$ cat config.mk
export PLATFORM = sky130hd
export DESIGN_NAME = rr_sel_arbiter
export DESIGN_NICKNAME = d
export VERILOG_FILES = /design/src/rtl/rr_sel_pkg.sv /design/src/rtl/rr_sel_arbiter_pick.sv /design/src/rtl/rr_sel_arbiter.sv
export SDC_FILE = /design/constraint.sdc
export NUM_CORES = 1
export LEC_CHECK = 0
export BUFFER_PORTS_ARGS = -buffer_cell sky130_fd_sc_hd__buf_2
export CAP_MARGIN = 40
export CORE_MARGIN = 2
export CORE_UTILIZATION = 35
export CTS_BUF_LIST = sky130_fd_sc_hd__clkbuf_8
export CTS_CLUSTER_SIZE = 16
export DETAILED_ROUTE_END_ITERATION = 7
export HOLD_SLACK_MARGIN = 0.06
export PLACE_DENSITY = 0.65
export SLEW_MARGIN = 20
export SYNTH_ARGS = -nofsm -noshare
export SYNTH_HDL_FRONTEND = slang
export SYNTH_SLANG_ARGS = --single-unit
$ cat constraint.sdc
create_clock -name clk -period 3.9 [get_ports clk]
set_input_delay 0.39 -clock clk [delete_from_list [all_inputs] [get_ports clk]]
set_output_delay 0.39 -clock clk [all_outputs]
set_load 0.02 [all_outputs]
$ cat src/rtl/rr_sel_pkg.sv
// Shared constants and types for the round-robin select arbiter.
package rr_sel_pkg;

  localparam int NUM_REQ = 8;
  localparam int IDX_W   = 3;

  typedef enum logic [0:0] {
    IDLE  = 1'b0,
    GRANT = 1'b1
  } rr_state_t;

  // Next search start after a release: the index just past the owner, wrapping 7 to 0.
  function automatic logic [IDX_W-1:0] idx_next(input logic [IDX_W-1:0] idx);
    return idx + 3'd1;
  endfunction

endpackage

$ cat src/rtl/rr_sel_arbiter_pick.sv
// rr_pick: combinational rotate-priority search. It returns the first set request
// at or after ptr, searching upward and wrapping from 7 to 0.
module rr_pick
  import rr_sel_pkg::*;
(
  input  logic [NUM_REQ-1:0] req,
  input  logic [IDX_W-1:0]   ptr,
  output logic [IDX_W-1:0]   idx,
  output logic               any
);

  logic [IDX_W-1:0] cand_s;

  // Walk the eight positions starting at ptr; the first hit wins.
  always_comb begin
    idx    = ptr;
    any    = 1'b0;
    cand_s = ptr;
    for (int i = 0; i < NUM_REQ; i++) begin
      cand_s = ptr + IDX_W'(i);
      if (!any && req[cand_s]) begin
        idx = cand_s;
        any = 1'b1;
      end else begin
        idx = idx;
      end
    end
  end

endmodule

$ cat src/rtl/rr_sel_arbiter.sv
// Round-robin arbiter that drives the registered 3-to-8 decoder select lines.
// Optional hold timeout is enabled by defining RR_HOLD_TIMEOUT_EN.
module rr_sel_arbiter
  import rr_sel_pkg::*;
#(
  parameter int HOLD_MAX = 15
) (
  input  logic               clk,
  input  logic               rst_n,
  input  logic [NUM_REQ-1:0] req,
  input  logic               done,
  output logic               gnt_valid,
  output logic               s2,
  output logic               s1,
  output logic               s0,
  output logic               timeout
);

  if (HOLD_MAX < 1) begin : g_bad_hold_max
    $error("rr_sel_arbiter: HOLD_MAX must be at least 1");
  end

  rr_state_t        state_r, state_s;
  logic [IDX_W-1:0] sel_r, sel_s;
  logic [IDX_W-1:0] ptr_r, ptr_s;
  logic             gnt_valid_r, gnt_valid_s;
  logic             timeout_r, timeout_s;
  logic [IDX_W-1:0] pick_idx_s;
  logic             pick_any_s;
  logic             owner_req_s;
  logic             hold_expired_s;

  rr_pick u_pick (
    .req (req),
    .ptr (ptr_r),
    .idx (pick_idx_s),
    .any (pick_any_s)
  );

  assign owner_req_s = req[sel_r];

`ifdef RR_HOLD_TIMEOUT_EN
  localparam int               CNT_W    = $clog2(HOLD_MAX + 1);
  localparam logic [CNT_W-1:0] CNT_LAST = CNT_W'(HOLD_MAX - 1);

  logic [CNT_W-1:0] hold_cnt_r;

  // Hold counter: zero throughout IDLE so it starts at zero on grant entry.
  always_ff @(posedge clk or negedge rst_n) begin
    if (!rst_n) begin
      hold_cnt_r <= '0;
    end else if (state_r == IDLE) begin
      hold_cnt_r <= '0;
    end else begin
      hold_cnt_r <= hold_cnt_r + CNT_W'(1);
    end
  end

  assign hold_expired_s = (hold_cnt_r == CNT_LAST);
`else
  assign hold_expired_s = 1'b0;
`endif

  // Next-state and output decode; done or withdrawal take precedence over timeout.
  always_comb begin
    state_s     = state_r;
    sel_s       = sel_r;
    ptr_s       = ptr_r;
    gnt_valid_s = gnt_valid_r;
    timeout_s   = 1'b0;
    case (state_r)
      IDLE: begin
        if (pick_any_s) begin
          state_s     = GRANT;
          sel_s       = pick_idx_s;
          gnt_valid_s = 1'b1;
        end else begin
          state_s     = IDLE;
        end
      end
      GRANT: begin
        if (done || !owner_req_s) begin
          state_s     = IDLE;
          ptr_s       = idx_next(sel_r);
          gnt_valid_s = 1'b0;
        end else if (hold_expired_s) begin
          state_s     = IDLE;
          ptr_s       = idx_next(sel_r);
          gnt_valid_s = 1'b0;
          timeout_s   = 1'b1;
        end else begin
          state_s     = GRANT;
        end
      end
      default: begin
        state_s     = IDLE;
        gnt_valid_s = 1'b0;
      end
    endcase
  end

  // State and output registers.
  always_ff @(posedge clk or negedge rst_n) begin
    if (!rst_n) begin
      state_r     <= IDLE;
      sel_r       <= 3'd0;
      ptr_r       <= 3'd0;
      gnt_valid_r <= 1'b0;
      timeout_r   <= 1'b0;
    end else begin
      state_r     <= state_s;
      sel_r       <= sel_s;
      ptr_r       <= ptr_s;
      gnt_valid_r <= gnt_valid_s;
      timeout_r   <= timeout_s;
    end
  end

  assign gnt_valid     = gnt_valid_r;
  assign {s2, s1, s0}  = sel_r;
  assign timeout       = timeout_r;

endmodule

* Word level (Yosys, flattened, before mapping)
Index checks and enable logic that the tools add are counted.
** Operators by class
- $add $sub $neg :: 8
- $lt $le $gt $ge :: 9
- Eq/ne operators :: 2
- Mux-type cells :: 39
- Bitwise logic cells :: 1
- Reduce and logical (&&, ||, !) cells :: 19
** Operators by type and width (number)
- $lt 3x4->1 const B :: 9
- $bmux 1 s3 :: 9
- $mux 1 :: 21
- $mux 3 :: 7
- $add 3x3->3 const B :: 4
- $logic_not 1->1 :: 8
- $logic_and 1x1->1 :: 7
- $add 3x1->3 const B :: 2
- $add 3x2->3 const B :: 2
- $reduce_and 2->1 :: 3
- $pmux 1 s2 :: 2
- $ne 2x1->1 const B :: 1
- $ne 2x2->1 const B :: 1
- $logic_or 1x1->1 :: 1
- $not 1->1 :: 1
** Word-level totals
- Register bits after elaboration :: 8
- Bits of input ports :: 11

* Depth between registers and ports, before layout
- Depth after elaboration :: 26
- Depth in mapped cells :: 12
- Gate-level depth less buffers :: 9

* Modules after synthesis
A second synthesis with hierarchy kept.
** Second synthesis, totals
- Cell total of the unflattened synthesis :: 129
- Area total of the unflattened synthesis :: 1300.0 µm²
** By module, submodules not included
- rr_pick :: instances 1, cells an instance 97, area each 867.1 µm², seq. area each 0.0 µm²
- rr_sel_arbiter :: instances 1, cells an instance 32, area each 432.9 µm², seq. area each 200.2 µm²

* Worst setup path after synthesis
Ideal clock, no wire load.
- Path type :: flip-flop to flip-flop
- Start point :: register ptr_r[1]
- End point :: register sel_r[0]
- Arrival time :: 2782 ps
- Required time :: 3775 ps
- Path slack :: 993 ps
- Stages on the path, launching flop included :: 12
- Buffers on the path :: 3
- Cell sequence :: dfrtp_1 buf_2 inv_1 ha_1 buf_6 mux4_1 mux2i_1 a22o_1 buf_6 nand3_4 o31a_1 mux2_4
** Between the ends
- Longest elaborated chain between the ends :: 25
- Elaborated cells on any way between the ends :: 53
- Classes of those cells :: add/sub: 7; mux: 31; reduce/logical: 15
** Ends and longest elaborated chain
- from (decl) :: RTL line rr_sel_arbiter.sv:25 : logic [IDX_W-1:0] ptr_r, ptr_s;
- from (signal assigned) :: RTL line rr_sel_arbiter.sv:113 : ptr_r <= ptr_s;
- branches (longest 25 deep; another with $add 3x1->3)
- to (signal assigned) :: RTL line rr_sel_arbiter.sv:112 : sel_r <= sel_s;
- to (decl) :: RTL line rr_sel_arbiter.sv:24 : logic [IDX_W-1:0] sel_r, sel_s;
Several ways; the timed one is not identified. The select of a mux whose other input is x is not followed.
A chain may end at the register's enable or synchronous reset.

* Final worst setup path
- Start point :: register ptr_r[0]
- End point :: register sel_r[0]
Same word-level chain as after synthesis.

==> impl_results.md <==
- Status: complete, no violations
- CP startpoint kind: flip-flop
- Vias in the first global route: 1042
- RSZ-0062 raised after global routing: no
- Clk buf depth: 2
- Post-Synth XOR/XNOR Area: 4.24%
- Max-slew violations: 0
- ANT cells: 0
- Final period util: 81.1%
- Area Overhead vs Synth: 10.8%
- Final setup skew: 0.00277 ns
- F_max: 316 MHz
- MaxCap Viol Count: 0
- # setup viols final: 0
- Via count: 1054
- Slowest stage cell, crit path: mux4_1
- Initial antenna violation count: 0
- Syn nets: 130
- Critical Path End Type: flip-flop
- H-Tree Level Count: 1
- Effective utilization at floorplan: 36.8%
- CTS root buf: clkbuf_8
- Critical Path RT: 4.00 ns
- IO buf count: 14
- Cell count after synthesis: 116
- Flops & latches, synth: 8
- Max-slew headroom: 59.4%
- TritonRoute pass-1 iters: 4
- Overall Global Routing Usage: 14.8%
- Post-DP Area: 1320 um2
- Post-CTS setup buffer count: 0
- Syn Std Cell Area: 1240 um2
- Util after Layout: 40.8%
- Yosys cell types: 43
- DRT antenna net count: 0
- Dpl hpwl: 2150 um
- Mean Syn Cell Area: 10.7 um2
- Sink Count: 8
- Vias/cell: 6.06
- Top_reg_cell synth: dfrtp_1
- Drt total wl: 2770 um
- Post-route cell area: 1370 um2
- CTS tree: done
- Crit path time final: 3.16 ns
- Synth Area in Adders: 3.03%
- Buf/Inv on CP: 1
- Setup CP Type: reg -> reg
- Synthesis Warnings: 0
- Register clock-pin slew on the reported worst setup and hold paths: 0.04 ns
- Post-CTS sizing: 0
- Core area: 3360 um2
- Hold/Removal Path Class: reg -> reg
- Crit path DAT: 3.26 ns
- Synth Area in Simple Gates: 10.6%
- Final Hold Vio Count: 0
- Asr flop ratio synth: 100%
- Sequential area share after synthesis: 16.2%
- DRC: 0
- Largest family of logic cells by synthesized area: multiplexers
- Mux cell area share after synthesis: 38.0%
- Top delay family on crit path: multiplexers
- Max incr delay on CP: 0.61 ns
- Chip Height: 63.5 um
- Slew @ Worst Pin: 0.609 ns
- Largest net degree at the start of global routing: 17
- Full die area: 4030 um2
- Compound-Gate Fraction of Synth Area: 20.7%
- Io pins: 16
- Row count: 21
- Number of buffers created by CTS: 3
- Crit-path cells: inv_1 > ha_1 > mux4_1 > mux2i_1 > a22o_1 > nand3_4 > o31a_1 > mux2_4
- Post-synth EDFFs: 0
- Share of layout cells above drive strength 1: 29.7%
- Grt ovf: 0
- Nets@finish: 144
- Max FO, Critical Path: 10
- Detailed Route Iter0 Violations: 26
- Worst skew pair latency: 0.22 ns
- Routability Congestion: 0.838
- Drt wl/cell: 15.9 um
- Chip Width: 63.5 um
- First-pass GRT wire length: 4860 um
- Setup tns final: 0 ns
## synth_stat cells, types with 2 or more instances
cell type	n	share of area, %
o21ai_1	4	1.6
buf_6	3	2.7
nor2_1	2	0.61
a31oi_1	2	1.0
o22ai_1	4	2.0
buf_2	3	1.2
dfrtp_1	8	16
nor2b_1	3	1.5
inv_1	7	2.1
nand2b_1	2	1.0
mux2_4	2	2.4
nand2_1	8	2.4
mux4_2	9	16
mux2_2	3	2.7
o21ai_0	7	2.8
mux2i_1	5	4.0
a2bb2oi_1	2	1.4
ha_1	3	3.0
xor2_1	2	1.4
a22o_1	2	1.4
mux4_1	5	11
a21oi_1	6	2.4
xnor2_1	4	2.8
## sequential cells by signal, indices dropped and copies added (netlist names)
register / count
ptr_r: 3
gnt_valid: 1
sel_r: 3
state_r: 1
## worst reg2reg max path, stage by stage, from the launching register on
cell	delay (ns)
dfrtp_1	0.34
inv_1	0.11
ha_1	0.55
mux4_1	0.61
mux2i_1	0.20
a22o_1	0.42
nand3_4	0.12
o31a_1	0.38
mux2_4	0.32
## final timing paths
path | startpoint | end | slack (ns) | cells after the start
setup / recovery | ptr_r[0] | sel_r[0] | 0.74 | 8
hold / removal | gnt_valid | gnt_valid | 0.50 | 1
setup reg to reg | ptr_r[0] | sel_r[0] | 0.74 | 8
hold reg to reg | gnt_valid | gnt_valid | 0.50 | 1
max in group asynchronous | rst_n | sel_r[1] | 3.20 | 2
min in group asynchronous | rst_n | sel_r[2] | 0.53 | 2
## layout by cell type (no fill, tap or decap), types with 5 or more instances in the layout
master / instances
inv_1: 7
a21oi_1: 6
dfrtp_1: 8
buf_2: 14
o21ai_0: 7
mux2i_1: 5
nand2_1: 8
mux4_2: 9
mux4_1: 5
## routing by layer
metal	GRT usage [%]	up-vias	wire length [um]
met5	0	-	0
met1	20.8	529	1310
met4	3.26	0	14
li1	-	494	-
met3	1.79	2	107
met2	24.3	29	1340
## layout make-up
type                    instances  area (um2)
flip-flops and latches          8         200
well taps                      46        57.6
clock buffers                   3        41.3
repair buffers                 17        95.1
multi-input cells              93         952
inverters                       7        26.3
fillers                       353        1990
## kinds of logic (layout without fill, tap and decap cells)
kind of cell,count (synthesis),count (layout)
flops,8,8
simple gates,20,20
mux,25,25
buf+inv,15,27
other cells,1,1
compound gates,38,38
fa+ha+maj,3,3
xor+xnor,6,6
## what timing repair did
item                       4_1_cts  5_1_grt
setup endpoints to repair        0        0
hold buffers                     1        0
hold endpoints to repair         8        0
## through the flow
stage                     setup WS (ns)  std cells  hold WS [ns]
after floorplan                   0.993        116        0.0944
after global placement            0.862        170         0.238
after detailed placement          0.744        170         0.239
after CTS                         0.728        174         0.500
after global routing              0.574        174         0.535
final                             0.737        174         0.499
Power is not shown: default switching activity piles up to over one toggle a cycle in this logic, so the estimate is an artifact.
